### config.mk
export PLATFORM = sky130hd
export DESIGN_NAME = tt_sweeper_flat
export DESIGN_NICKNAME = d
export VERILOG_FILES = /design/src/rtl/tt_pkg.sv /design/src/rtl/tt_sweeper_if.sv /design/src/rtl/tt_settle_timer.sv /design/src/rtl/tt_sweeper.sv /design/src/flat_wrapper.sv
export SDC_FILE = /design/constraint.sdc
export NUM_CORES = 1
export LEC_CHECK = 0
export ABC_AREA = 0
export CORE_MARGIN = 5
export CORE_UTILIZATION = 35
export DETAILED_ROUTE_END_ITERATION = 16
export SKIP_CTS_REPAIR_TIMING = 1
export SYNTH_ARGS = -nofsm -noshare
export SYNTH_HDL_FRONTEND = slang
export SYNTH_HIERARCHICAL = 1
export SYNTH_SLANG_ARGS = --single-unit
### constraint.sdc
create_clock -name clk -period 1.3 [get_ports clk]
set_input_delay 0.13 -clock clk [delete_from_list [all_inputs] [get_ports clk]]
set_output_delay 0.13 -clock clk [all_outputs]
set_load 0.1 [all_outputs]
### src/rtl/tt_pkg.sv
// Shared types and defaults for the truth-table sweeper.
// Optional build macro: TT_EARLY_STOP_EN (see tt_sweeper.sv).
package tt_pkg;

  typedef enum logic {
    IDLE  = 1'b0,
    SWEEP = 1'b1
  } state_t;

  localparam int TT_N_DEFAULT      = 3;
  localparam int TT_SETTLE_DEFAULT = 1;

  // Truth-table width for an n-input function.
  function automatic int tt_width(input int n);
    return 1 << n;
  endfunction

endpackage

### src/rtl/tt_sweeper_if.sv
// Stimulus/response bundle between the sweeper and the two functions under test.
// master is the sweeper side, slave is the functions/host side.
interface tt_sweeper_if
  import tt_pkg::*;
#(
  parameter int N = TT_N_DEFAULT
);

  localparam int W = tt_width(N);

  logic         start;
  logic [N-1:0] abc;
  logic         fa;
  logic         fb;
  logic         busy;
  logic         done;
  logic [W-1:0] table_a;
  logic [W-1:0] table_b;
  logic         equal;
  logic         mis_valid;
  logic [N-1:0] mis_idx;

  modport master (
    input  start, fa, fb,
    output abc, busy, done, table_a, table_b, equal, mis_valid, mis_idx
  );

  modport slave (
    output start, fa, fb,
    input  abc, busy, done, table_a, table_b, equal, mis_valid, mis_idx
  );

endinterface

### src/rtl/tt_settle_timer.sv
// Settle timer: counts SETTLE cycles per input vector and flags the sample edge.
// While clear is high the count is held at zero and tick stays low.
module tt_settle_timer
  import tt_pkg::*;
#(
  parameter int SETTLE = TT_SETTLE_DEFAULT
) (
  input  logic clk,
  input  logic reset,
  input  logic clear,
  output logic tick
);

  localparam int            CW   = (SETTLE > 1) ? $clog2(SETTLE) : 1;
  localparam logic [CW-1:0] LAST = CW'(SETTLE - 1);

  logic [CW-1:0] count;

  // tick is high in the cycle whose closing edge is the sample edge.
  assign tick = !clear && (count == LAST);

  always_ff @(posedge clk) begin
    if (reset || clear) begin
      count <= '0;
    end else if (count == LAST) begin
      count <= '0;
    end else begin
      count <= count + CW'(1);
    end
  end

endmodule

### src/rtl/tt_sweeper.sv
// Truth-table sweeper: walks abc through every minterm, captures fa/fb tables,
// and reports equivalence plus the lowest differing minterm.
// Define TT_EARLY_STOP_EN to end the sweep at the first mismatch.
module tt_sweeper
  import tt_pkg::*;
#(
  parameter int N      = TT_N_DEFAULT,
  parameter int SETTLE = TT_SETTLE_DEFAULT
) (
  input  logic          clk,
  input  logic          reset,
  tt_sweeper_if.master  bus
);

  localparam int           W        = tt_width(N);
  localparam logic [N-1:0] LAST_IDX = N'(W - 1);

  state_t       state;
  state_t       state_next;
  logic [N-1:0] idx;
  logic         tick;
  logic         sample_diff;
  logic         last_sample;
  logic         finish;
  logic         done_q;
  logic [W-1:0] table_a_q;
  logic [W-1:0] table_b_q;
  logic         equal_q;
  logic         mis_valid_q;
  logic [N-1:0] mis_idx_q;

  tt_settle_timer #(
    .SETTLE (SETTLE)
  ) u_timer (
    .clk   (clk),
    .reset (reset),
    .clear (state == IDLE),
    .tick  (tick)
  );

  assign sample_diff = bus.fa ^ bus.fb;
  assign last_sample = (idx == LAST_IDX);

`ifdef TT_EARLY_STOP_EN
  assign finish = tick && (last_sample || sample_diff);
`else
  assign finish = tick && last_sample;
`endif

  always_ff @(posedge clk) begin
    if (reset) begin
      state <= IDLE;
    end else begin
      state <= state_next;
    end
  end

  always_comb begin
    state_next = state;
    case (state)
      IDLE:    if (bus.start) state_next = SWEEP;
      SWEEP:   if (finish)    state_next = IDLE;
      default: state_next = IDLE;
    endcase
  end

  // idx doubles as the driven vector, so it returns to zero when a sweep ends.
  always_ff @(posedge clk) begin
    if (reset) begin
      idx         <= '0;
      done_q      <= 1'b0;
      table_a_q   <= '0;
      table_b_q   <= '0;
      equal_q     <= 1'b0;
      mis_valid_q <= 1'b0;
      mis_idx_q   <= '0;
    end else begin
      done_q <= finish;
      if (state == IDLE && bus.start) begin
        idx         <= '0;
        table_a_q   <= '0;
        table_b_q   <= '0;
        equal_q     <= 1'b1;
        mis_valid_q <= 1'b0;
        mis_idx_q   <= '0;
      end else if (tick) begin
        table_a_q[idx] <= bus.fa;
        table_b_q[idx] <= bus.fb;
        if (sample_diff) begin
          equal_q <= 1'b0;
          if (!mis_valid_q) begin
            mis_valid_q <= 1'b1;
            mis_idx_q   <= idx;
          end
        end
        idx <= finish ? '0 : idx + N'(1);
      end
    end
  end

  assign bus.abc       = idx;
  assign bus.busy      = (state == SWEEP);
  assign bus.done      = done_q;
  assign bus.table_a   = table_a_q;
  assign bus.table_b   = table_b_q;
  assign bus.equal     = equal_q;
  assign bus.mis_valid = mis_valid_q;
  assign bus.mis_idx   = mis_idx_q;

endmodule

### src/flat_wrapper.sv
// flat-port wrapper written by rule: the top's interface ports become plain ports
module tt_sweeper_flat import tt_pkg::*;
#(
  parameter int N      = TT_N_DEFAULT,
  parameter int SETTLE = TT_SETTLE_DEFAULT
)
  (clk, reset, bus_start, bus_fa, bus_fb, bus_abc, bus_busy, bus_done, bus_table_a, bus_table_b, bus_equal, bus_mis_valid, bus_mis_idx);
  tt_sweeper_if #(.N(N)) bus_i ();
  input  logic clk;
  input  logic reset;
  input wire logic [$bits(bus_i.start)-1:0] bus_start;
  input wire logic [$bits(bus_i.fa)-1:0] bus_fa;
  input wire logic [$bits(bus_i.fb)-1:0] bus_fb;
  output wire logic [$bits(bus_i.abc)-1:0] bus_abc;
  output wire logic [$bits(bus_i.busy)-1:0] bus_busy;
  output wire logic [$bits(bus_i.done)-1:0] bus_done;
  output wire logic [$bits(bus_i.table_a)-1:0] bus_table_a;
  output wire logic [$bits(bus_i.table_b)-1:0] bus_table_b;
  output wire logic [$bits(bus_i.equal)-1:0] bus_equal;
  output wire logic [$bits(bus_i.mis_valid)-1:0] bus_mis_valid;
  output wire logic [$bits(bus_i.mis_idx)-1:0] bus_mis_idx;
  assign bus_i.start = bus_start;
  assign bus_i.fa = bus_fa;
  assign bus_i.fb = bus_fb;
  assign bus_abc = bus_i.abc;
  assign bus_busy = bus_i.busy;
  assign bus_done = bus_i.done;
  assign bus_table_a = bus_i.table_a;
  assign bus_table_b = bus_i.table_b;
  assign bus_equal = bus_i.equal;
  assign bus_mis_valid = bus_i.mis_valid;
  assign bus_mis_idx = bus_i.mis_idx;
  tt_sweeper #(.N(N), .SETTLE(SETTLE)) u_core (.clk(clk), .reset(reset), .bus(bus_i));
endmodule
## Word level (Yosys, flattened, before mapping)

Cells that the tools add are included.

| word-level totals | value |
|---|---|
| register bits after elaboration | 27 |

| operators by class | value |
|---|---|
| reductions and logical operators | 12 |
| add/sub/neg operators | 2 |
| multiplexer cells | 11 |
| order comparisons | 2 |
| equal/unequal tests | 1 |
| bitwise gates (word level) | 4 |

Operator list:

| kind | number |
|---|---|
| $bwmux 8 | 2 |
| $mux 1 | 6 |
| $logic_and 1x1->1 | 4 |
| $lt 3x4->1 const B | 1 |
| $reduce_and 2->1 | 2 |
| $reduce_bool 2->1 | 2 |
| $reduce_or 2->1 | 2 |
| $add 3x1->3 const B | 1 |
| $demux 1 s3 | 1 |
| $eq 3x3->1 const B | 1 |
| $ge 3x1->1 const B | 1 |
| $mux 3 | 1 |
| $not 1->1 | 3 |
| $reduce_and 3->1 | 1 |
| $pmux 1 s2 | 1 |
| $add 1x1->1 const B | 1 |
| $logic_or 1x1->1 | 1 |
| $xor 1x1->1 | 1 |

## Logic depth before layout (Yosys ltp)

Gate-level depths: netlist of the first run.

| logic depth | value |
|---|---|
| word-level depth | 5 |
| gate-level depth with buffers | 6 |
| gate-level depth less buffers | 5 |

## Cells and area by module

The synthesis of the first run kept the hierarchy.

By module, submodules not included:

| module | times used | area each (sq um) | cells an instance |
|---|---|---|---|
| tt_sweeper | 1 | 1113.6 | 107 |
| tt_settle_timer | 1 | 27.5 | 3 |

## Worst setup path after synthesis of the first run

No wires, ideal clock.

| timing path | value |
|---|---|
| path type | flip-flop to flip-flop |
| from | register u_core.state, in the netlist u_core/bus.busy |
| to | register u_core.table_a_q[2], in the netlist u_core/bus.table_a[2] |
| data required time | 1172 ps |
| path slack | -727 ps |
| setup time | 128 ps |
| buffers on the path | 1 |
| stages on the path, launching flop included | 7 |
| data arrival time | 1899 ps |
| cell sequence | dfxtp_1 -> inv_1 -> nor2_1 -> buf_2 -> and4bb_2 -> mux2i_1 -> nor2_1 |

| between the ends | value |
|---|---|
| elaborated cells between the ends (all ways) | 4 |
| those cells by class | bitwise: 1; reduce/logical: 3 |

RTL lines:

| what | line | source |
|---|---|---|
| from (decl) | tt_sweeper.sv:18 | `state_t state;` |
| from (signal assigned) | tt_sweeper.sv:54 | `state <= state_next;` |
| $logic_and 1x1->1 | tt_settle_timer.sv:20 | `assign tick = !clear && (count == LAST);` |
| via u_core.tick | tt_sweeper.sv:21 | `logic tick;` |
| to (signal, indexed assignment) | tt_sweeper.sv:87 | `table_a_q[idx] <= bus.fa;` |
| to (decl) | tt_sweeper.sv:26 | `logic [W-1:0] table_a_q;` |

The timed path passes the listed nets, and every way through them passes these cells.
A chain may end at the register's enable or synchronous reset.

## Worst setup path after layout of the first run

| timing path | value |
|---|---|
| from | register u_core.state, in the netlist u_core/bus.busy |
| to | register u_core.mis_idx_q[1], in the netlist u_core/bus.mis_idx[1] |

| between the ends | value |
|---|---|
| elaborated cells between the ends (all ways) | 5 |
| those cells by class | bitwise: 1; reduce/logical: 4 |

RTL lines:

| what | line | source |
|---|---|---|
| $logic_and 1x1->1 | tt_settle_timer.sv:20 |  |
| via u_core.tick | tt_sweeper.sv:21 |  |
| $reduce_and 3->1 (no line) | -- |  |
| to (signal assigned) | tt_sweeper.sv:93 | `mis_idx_q <= idx;` |
| to (decl) | tt_sweeper.sv:30 | `logic [N-1:0] mis_idx_q;` |

The timed path passes the listed nets, and every way through them passes these cells.

==> results.md, run 1 <==
* Status: finished, final reports clean
* Synth Area in Compound Gates at 0.0691
* Filler cells at 281
* Antenna diode count at 0
* Buf/Inv on CP at 1
* Mapped Cells at 110
* F_max at 0.780 GHz
* First-pass GRT wire length at 4350 µm
* Post-Synth XOR/XNOR Area at 0.0241
* Synth warn at 6
* Clk buf depth at 2
* Top_reg_cell synth: dfxtp_1
* Max-slew violation count at 0
* Slowest stage delay, CP at 390 ps
* Total of max-cap violations at 0
* GRT Residual Overflow at 0
* Layout Cells excl Fill at 200
* Hold endpoint: u_core/bus.equal
* Die Wd at 67.1 µm
* Yosys top cell by area: dfxtp_1
* Reg clk slew, reported paths at 140 ps
* CP Class: flip-flop to flip-flop
* H-tree levels at 1
* IO Port Bufs at 30
* Total die area at 4500 µm²
* Hold path startpoint: bus_start
* Leak at approximately 0.78 nW
* Worst Setup End Kind: flip-flop
* Clock root cell: clkbuf_4
* Sequential-to-total area share from yosys stat at 0.474
* Top post-synthesis cells by area: dfxtp_1 (47%), mux2i_1 (14%), nor2_1 (7.2%)
* Number of global-route vias before repair at 959
* Critical Path RT at 1560 ps
* Initial Utilization at 0.368
* Post-synthesis register bit count at 27
* Initial drt markers at 21
* Crit-path cells: inv_4 -> nor2_4 -> nand2b_1 -> or3b_1 -> a21oi_2
* P per Cell Area at 757 nW/µm²
* Pre-antenna DRT Iters at 8
* Largest family of logic cells by synthesized area: simple AND/OR/NAND/NOR gates
* CTS tree: built
* Number of synthesized flops with an enable pin at 0
* Worst reg2reg startpoint: u_core/bus.busy
* Max VDD drop at 0.424 mV
* Delay-heaviest family, CP: simple AND/OR/NAND/NOR gates
* Clk sinks at 27
* Antenna violations before repair at 0
* Setup Viol. Count Final at 0
* Syn Std Cell Area at 1140 µm²
* Post-synthesis net count at 117
* Hold Vio Cnt, Final at 0
* Post-Route WL at 2820 µm
* Fraction of layout cells with a size suffix above 1 at 0.429
* DRC at 0
* CP arrival at between 1500 and 2000 ps
* Worst skew pair latency at 310 ps
* Pin count of the biggest net entering global routing at 15
* Post-synthesis cell type count at 25
* Area Overhead vs Synth at 68.5%
* # rows at 20
* Hold depth at 3
* Gpl congestion at 0.710
* I/O Pins at 31
* Crit share post-route at 0.987
* Ys async rst share at 0
* Post-DR wirelength/cell at about 14 µm
* Vias at ~970
* Total power at ~1.5 mW
* Core area at 3100 µm²
* Post-layout net count at between 150 and 200
* Post-synthesis simple-gate area fraction at 0.213
* CTS buffer count at 3
* Post-synthesis adder-cell area fraction at 0.0219
* Worst Reg-to-Reg Cells at 5
* Reg-to-reg endpoint: u_core/bus.mis_idx[1]
* Unrepaired setup endpoints after global routing: true
* Post-DP HPWL at 1920 µm
* Mux cell area share after synthesis at 0.140
* Tot GR Track Use at 0.126
* Top cell type's share of synthesized area at 0.474
* Routed Antenna Nets at 0
* Clk_skew at around 2.2 ps
* Syn Area/Cell at between 10 and 15 µm²
* Minimum clock period at 1280 ps
* Placed Instances at around 190
* Crit-path max FO at 6
* Die height at 67.1 µm
* Area of the multi-input gates at 559 µm²
* Slowest CP cell: or3b_1
* Sequential cell area at 559 µm²
* CP Launch Type: flip-flop
* HP Class: input port to flip-flop
* DR vias/cell at just under 5
* R2r setup slk at about 17 ps
synthesized netlist by cell type (2+ instances only):
cell,count
inv_1,2
ha_1,2
mux2i_1,16
a21oi_1,5
nor2_1,22
a22oi_1,2
o21ai_0,4
or3b_1,3
and4bb_2,3
nand2_1,2
nand2b_1,3
buf_2,5
dfxtp_1,27
nand4b_1,3
state kept, by name, summed over array words and instances, names as in the netlist:
register / cells
u_core/bus.mis_idx: 3
u_core/bus.busy: 1
u_core/bus.mis_valid: 1
u_core/bus.table_a: 8
u_core/bus.equal: 1
u_core/bus.table_b: 8
u_core/u_timer/count: 1
u_core/bus.done: 1
u_core/bus.abc: 3
per-stage QoR:
step | hold WS (ps) | setup TNS, ps | worst slack (ps) | utilization | cell area (µm²)
finish | 428 | 0 | 17.2 | 0.620 | 1920
global placement | 507 | -424 | -127 | 0.579 | 1800
floorplan | 189 | -1340 | -164 | - | 1180
global route | 435 | -470 | -70.8 | 0.620 | 1920
detailed placement | 513 | -649 | -158 | 0.579 | 1800
CTS | 419 | -369 | -70.0 | 0.587 | 1820
where the power goes:
part	internal (mW)	leakage, nW	switching, mW
Combinational	0.109	0.542	0.149
Clock	0.120	0.0150	0.230
Sequential	0.834	0.223	0.0143
placed cells by master, fill, tap and decap left out, drive strengths merged, types with 2 or more instances in the layout:
cell type       n
and4bb          3
inv             2
clkdlybuf4s50   4
o21ai           4
nand2           2
or3b            3
nor2           23
a21oi           6
ha              2
clkbuf          4
nand4b          3
mux2i          16
nand2b          3
a22oi           2
buf            45
dfxtp          27
kinds of logic after synthesis:
| group | count (synthesis) |
|---|---|
| fa+ha+maj | 2 |
| other cells | 1 |
| buf+inv | 10 |
| mux | 16 |
| xor+xnor | 1 |
| compound gates | 13 |
| flops | 27 |
| simple gates | 40 |
worst max path at each step:
| stage | start | to | slack (ps) | cells past startpoint |
|---|---|---|---|---|
| 6_report | u_core/bus.busy | u_core/bus.mis_idx[1] | 20 | 5 |
| 5_1_grt | u_core/bus.busy | u_core/bus.table_a[0] | -70 | 5 |
| 4_1_cts | u_core/bus.busy | u_core/bus.mis_idx[1] | -70 | 5 |
| 3_5_place_dp | bus_fa | u_core/bus.mis_idx[1] | -160 | 4 |
| 3_3_place_gp | bus_fa | u_core/bus.mis_idx[1] | -130 | 4 |
| 2_1_floorplan | u_core/bus.busy | u_core/bus.table_a[2] | -160 | 6 |
metal layers:
| layer | share of wire | GRT usage | wire length (µm) | vias up |
|---|---|---|---|---|
| li1 | - | - | - | 471 |
| met1 | 0.44 | 0.162 | 1250 | 455 |
| met2 | 0.48 | 0.210 | 1360 | 38 |
| met3 | 0.072 | 0.0304 | 202 | 2 |
| met4 | 0.0018 | 0.0304 | 5 | 0 |
| met5 | 0 | 0 | 0 | - |
worst reg2reg max path: stages (launching register included):
cell	delay (ps)
dfxtp_4	380
inv_4	40
nor2_4	170
nand2b_1	130
or3b_1	390
a21oi_2	120
final cells by class:
| class | count | share of cell area |
|---|---|---|
| inverters | 2 | 0.00520 |
| flip-flops and latches | 27 | 0.291 |
| repair buffers | 49 | 0.371 |
| clock buffers | 4 | 0.0137 |
| well taps | 44 | 0.0286 |
| multi-input cells | 74 | 0.291 |
No activity file was read; power rests on OpenSTA's default activity.
==> inputs of run 2 (changes only) <==
--- a/config.mk
+++ b/config.mk
@@ -6,7 +6,7 @@
 export NUM_CORES = 1
 export LEC_CHECK = 0
 export ABC_AREA = 0
-export CORE_MARGIN = 5
+export CORE_MARGIN = 2
 export CORE_UTILIZATION = 35
 export DETAILED_ROUTE_END_ITERATION = 16
 export SKIP_CTS_REPAIR_TIMING = 1
==> run 2 against run 1 <==
The flow now finishes with violations (negative setup slack). Largest cell class unchanged. Non-clock buffer count shrank 9. Hold slack lost 30 ps. Cell count shrank 5.0%. Clock power grew 6.6%. Register-to-register slack lost 40 ps. Core utilization shrank 2.3 points. Sequential share of layout area grew 1.3 points. Largest power group unchanged.
==> results.md, run 2 (synthesized netlist as in run 1, its figures left out) <==
* First-pass GRT wire length at 4020 µm (-7.6%)
* Routed Antenna Nets at 0 (unchanged)
* Antenna diode count at 0 (unchanged)
* Failing checks: negative setup slack
* Filler cells at 257 (-8.5%)
* Worst reg2reg startpoint: u_core/bus.busy
* IO Port Bufs at 30 (unchanged)
* Status: finished, violations left
* R2r setup slk at -20 ps (-40 ps)
* Die Wd at 61.1 µm (-8.9%)
* Clk sinks at 27 (unchanged)
* Leading cell type in the layout, fill and taps excluded: buf_12
* Initial Utilization at 0.371 (+0.00299)
* CTS tree: built
* HP Class: input port to flip-flop
* Setup Viol. Count Final at 3 (+3)
* Worst hold slack at 397 ps (-30.2 ps)
* Reg-to-reg endpoint: u_core/bus.table_a[4]
* Crit-path max FO at 8 (+2)
* Leak at 0.723 nW (-7.2%)
* CTS buffer count at 3 (unchanged)
* Gpl congestion at 0.678 (-4.5%)
* Hold endpoint: u_core/bus.equal
* I/O Pins at 31 (unchanged)
* Setup crit start: u_core/bus.busy
* Clock root cell: clkbuf_4
* Total die area at 3730 µm² (-17%)
* # rows at 20 (unchanged)
* Number of global-route vias before repair at 852 (-11%)
* Area Overhead vs Synth at 61.1%
* Clk_skew at 9.52 ps (+7.35 ps)
* Layout Cells excl Fill at 190 (-5.0%)
* Max-slew violation count at 0 (unchanged)
* CP Launch Type: flip-flop
* Total power at 1.46 mW (+0.26%)
* DRC at 0 (unchanged)
* Core area at 3080 µm² (-0.81%)
* Post-DR wirelength/cell at 13.1 µm (-7.0%)
* Unrepaired setup endpoints after global routing: true
* Setup WS post-layout at -24.8 ps (-42.0 ps)
* Post-layout util at 0.597 (-0.0226)
* Post-DP HPWL at 1830 µm (-4.3%)
* Vias at 879 (-9.0%)
* CP arrival at 1550 ps (about the same)
* Post-layout net count at 154 (-6.1%)
* Initial drt markers at 21 (unchanged)
* F_max at 0.755 GHz (-3.2%)
* Hold Vio Cnt, Final at 0 (unchanged)
* Hold depth at 3 (unchanged)
* Placed Instances at 185 (unchanged)
* Worst Reg-to-Reg Cells at 5 (unchanged)
* Reg clk slew, reported paths at 160 ps (+20 ps)
* Post-Route WL at 2490 µm (-12%)
* Minimum clock period at 1320 ps (+42.0 ps)
* Fraction of layout cells with a size suffix above 1 at 0.390 (-0.0391)
* Pin count of the biggest net entering global routing at 17 (+2)
* Worst skew pair latency at 320 ps (about the same)
* Crit share post-route at 1.02 (+0.0323)
* H-tree levels at 1 (unchanged)
* Clk buf depth at 2 (unchanged)
* Max VDD drop at 0.534 mV (+26%)
* P per Cell Area at 794 nW/µm² (+4.9%)
* Tot GR Track Use at 0.144 (+0.0181)
* Critical Path RT at 1530 ps (-30 ps)
* Antenna violations before repair at 0 (unchanged)
* DR vias/cell at 4.63 (-4.2%)
* GRT Residual Overflow at 0 (unchanged)
* Pre-CTS setup slack at -133 ps (+25.3 ps)
* Worst Setup End Kind: flip-flop
* Die height at 61.1 µm (-8.9%)
* Pre-antenna DRT Iters at 4 (-4)
* CP Class: flip-flop to flip-flop
* Total of max-cap violations at 0 (unchanged)
* Commonest non-fill, non-tap cells in the layout: buf_12 (26), nor2_1 (21), dfxtp_1 (20)
* Hold path startpoint: bus_start
run 2: how the worst max path moves through the flow:
stage | to | slack [ps] | cells after the start
6_report | u_core/bus.table_a[4] | -20 | 5
3_3_place_gp | u_core/bus.mis_idx[1] | -120 | 4
4_1_cts | u_core/bus.mis_idx[2] | -60 | 5
5_1_grt | u_core/bus.table_a[4] | -100 | 5
3_5_place_dp | u_core/bus.mis_idx[2] | -130 | 4
2_1_floorplan | u_core/bus.table_a[2] | -160 | 6
run 2: stage by stage:
stage	setup TNS [ps]	area, µm²
global placement	-424	1800
finish	-59.0	1840
detailed placement	-525	1800
CTS	-184	1830
floorplan	-1340	1180
global route	-878	1840
run 2: cell type report:
class	instances	area [µm²]	area share
multi-input combinational	73	553	0.301
inverter	2	7.51	0.00408
clock buffer	3	22.5	0.0123
timing repair buffer	40	633	0.344
tap	44	55.1	0.0300
clock inverter	1	7.51	0.00408
sequential	27	559	0.304
run 2: layer usage:
metal / GRT usage / routed length, µm / vias up
li1: - / - / 445
met1: 0.187 / 1130 / 411
met2: 0.239 / 1230 / 21
met3: 0.0294 / 116 / 2
met4: 0.0466 / 12 / 0
met5: 0 / 0 / -
run 2: where the power goes:
| part | internal [mW] | switching [mW] |
|---|---|---|
| registers | 0.834 | 0.0132 |
| logic | 0.0991 | 0.140 |
| clock network | 0.117 | 0.256 |
run 2: critical path, stage by stage (launching register included):
cell	delay, ps
dfxtp_4	380
inv_2	40
nor2_4	220
and4bb_2	310
mux2i_1	210
nor2_1	70
==> inputs of run 3 (changes only) <==
--- a/config.mk
+++ b/config.mk
@@ -9,6 +9,7 @@
 export CORE_MARGIN = 2
 export CORE_UTILIZATION = 35
 export DETAILED_ROUTE_END_ITERATION = 16
+export RECOVER_POWER = 25
 export SKIP_CTS_REPAIR_TIMING = 1
 export SYNTH_ARGS = -nofsm -noshare
 export SYNTH_HDL_FRONTEND = slang
==> constraint.sdc (replaced) <==
create_clock -name clk -period 1.6 [get_ports clk]
set_input_delay 0.16 -clock clk [delete_from_list [all_inputs] [get_ports clk]]
set_output_delay 0.16 -clock clk [all_outputs]
set_load 0.1 [all_outputs]
==> run 3 against run 2 <==
The run now ends clean. First-iteration DRC count up 4.8%. Combinational power is 33% lower. Hold slack better by 33 ps. Sequential power down 19%. Cell count fell by 2.6%. Routed wire length fell by 6.7%. Clock power fell by 23%. Worst setup slack improved by 250 ps. Critical path type unchanged.
==> results.md, run 3 (synthesized netlist as in run 1, its figures left out) <==
* Status: finished, final reports clean
* CP Launch Type: flip-flop
* Leading cell type in the layout, fill and taps excluded: dfxtp_1
* Leak at 0.648 nW (-10%)
* Unrepaired setup endpoints after global routing: false
* Clk buf depth at 2 (unchanged)
* Initial Utilization at 0.371 (unchanged)
* Tot GR Track Use at 0.135 (-0.00870)
* Commonest non-fill, non-tap cells in the layout: dfxtp_1 (23), nor2_1 (22), mux2i_1 (16)
* Worst-Margin Slew at 553 ps
* Max-slew violation count at 0 (unchanged)
* Filler cells at 290 (+13%)
* Slowest CP cell: dfxtp_4
* Worst skew pair latency at 320 ps (about the same)
* Placed Area at 1750 µm² (-2.7%)
* Pre-antenna DRT Iters at 4 (unchanged)
* DRC at 0 (unchanged)
* Crit-path cells: inv_1 -> nor2_1 -> buf_4 -> nand2b_1 -> or3b_1 -> a21oi_2
* Clock root cell: clkbuf_4
* Total of max-cap violations at 0 (unchanged)
* Total die area at 3730 µm² (unchanged)
* Vias at 850 (-3.3%)
* TNS Setup at 0 ps (+59.0 ps)
* Post-DR wirelength/cell at 12.6 µm (-4.2%)
* DR vias/cell at 4.59 (-0.69%)
* Die Wd at 61.1 µm (unchanged)
* Max VDD drop at 0.338 mV (-37%)
* First-pass GRT wire length at 3880 µm (-3.6%)
* Minimum clock period at 1380 ps (+54.4 ps)
* Routed Antenna Nets at 0 (unchanged)
* CTS tree: built
* CP Class: flip-flop to flip-flop
* Clk_skew at 12.1 ps (+2.63 ps)
* CTS buffer count at 3 (unchanged)
* Hold Vio Cnt, Final at 0 (unchanged)
* Initial drt markers at 22 (+4.8%)
* H-tree levels at 1 (unchanged)
* Critical Path RT at 1870 ps (+340 ps)
* Post-DP HPWL at 1680 µm (-8.6%)
* Crit-path max FO at 13 (+5)
* # rows at 20 (unchanged)
* Gpl congestion at 0.642 (-5.3%)
* Setup Viol. Count Final at 0 (-3)
* IO Port Bufs at 30 (unchanged)
* Core area at 3080 µm² (unchanged)
* Clk sinks at 27 (unchanged)
* Slowest stage delay, CP at 380 ps (about the same)
* Post-route cell area at 1580 µm² (-14%)
* F_max at 0.725 GHz (-3.9%)
* Post-layout net count at 149 (-3.2%)
* Fraction of layout cells with a size suffix above 1 at 0.319 (-0.0713)
* HP Class: input port to flip-flop
* GRT Residual Overflow at 0 (unchanged)
* Reg clk slew, reported paths at 150 ps (about the same)
* Post-Route WL at 2330 µm (-6.7%)
* P per Cell Area at 722 nW/µm² (-9.1%)
* Antenna violations before repair at 0 (unchanged)
* I/O Pins at 31 (unchanged)
* Crit share post-route at 0.862 (-0.157)
* CP arrival at 1640 ps (+90 ps)
* Pin count of the biggest net entering global routing at 15 (-2)
* Antenna diode count at 0 (unchanged)
* Worst Setup End Kind: flip-flop
* Number of global-route vias before repair at 860 (+0.94%)
* Area Overhead vs Synth at 38.3%
* Worst slew margin at 0.633
* Die height at 61.1 µm (unchanged)
[run 3: cell count changes in the layout (fill, tap and decap cells not counted), sizes merged]
cell	delta
clkbuf	+14
buf	-18
clkinvlp	-1
[run 3: cell type report]
| cell class | count | area, µm² | area share |
|---|---|---|---|
| sequential | 27 | 548 | 0.347 |
| clock buffer | 4 | 26.3 | 0.0167 |
| tap | 44 | 55.1 | 0.0349 |
| inverter | 2 | 7.51 | 0.00476 |
| timing repair buffer | 35 | 403 | 0.255 |
| multi-input combinational | 73 | 538 | 0.341 |
[run 3: final timing paths]
kind / from / slack [ps] / cells after the start / endpoint
max: u_core/bus.busy / 220 / 6 / u_core/bus.mis_idx[1]
min: reset / 430 / 2 / u_core/bus.busy
max reg2reg: u_core/bus.busy / 220 / 6 / u_core/bus.mis_idx[1]
min reg2reg: u_core/bus.mis_idx[2] / 500 / 2 / u_core/bus.mis_idx[2]
[run 3: power by group]
| group | switching, mW | leakage, nW | internal [mW] | total [mW] |
|---|---|---|---|---|
| clock network | 0.190 | 0.0150 | 0.0972 | 0.287 |
| registers | 0.00973 | 0.221 | 0.682 | 0.691 |
| logic | 0.106 | 0.413 | 0.0548 | 0.161 |
| total | 0.306 | 0.648 | 0.834 | 1.14 |
[run 3: worst max-delay path, delay by kind of cell (launching register included)]
| family | cells | cell delay [ps] |
|---|---|---|
| AOI/OAI and AO/OA | 1 | 130 |
| buffers and inverters | 2 | 230 |
| and+or+nand+nor | 3 | 600 |
| DFF | 1 | 380 |
[run 3: per-stage QoR]
step	std cells	worst slack (ps)	hold slack, ps	power [mW]	util
CTS	185	206	429	1.17	0.576
detailed placement	181	114	500	0.885	0.567
finish	185	221	430	1.14	0.513
global placement	181	154	487	0.883	0.567
floorplan	110	47.0	219	0.823	-
global route	185	50.9	441	1.19	0.513
[run 3: routing by layer]
metal	part of all wire	track usage	wire length, µm	vias to the layer above
met5	0	0	0	-
met2	0.45	0.226	1050	22
met4	0	0.0280	0	0
li1	-	-	-	438
met3	0.060	0.0294	139	0
met1	0.49	0.180	1140	390
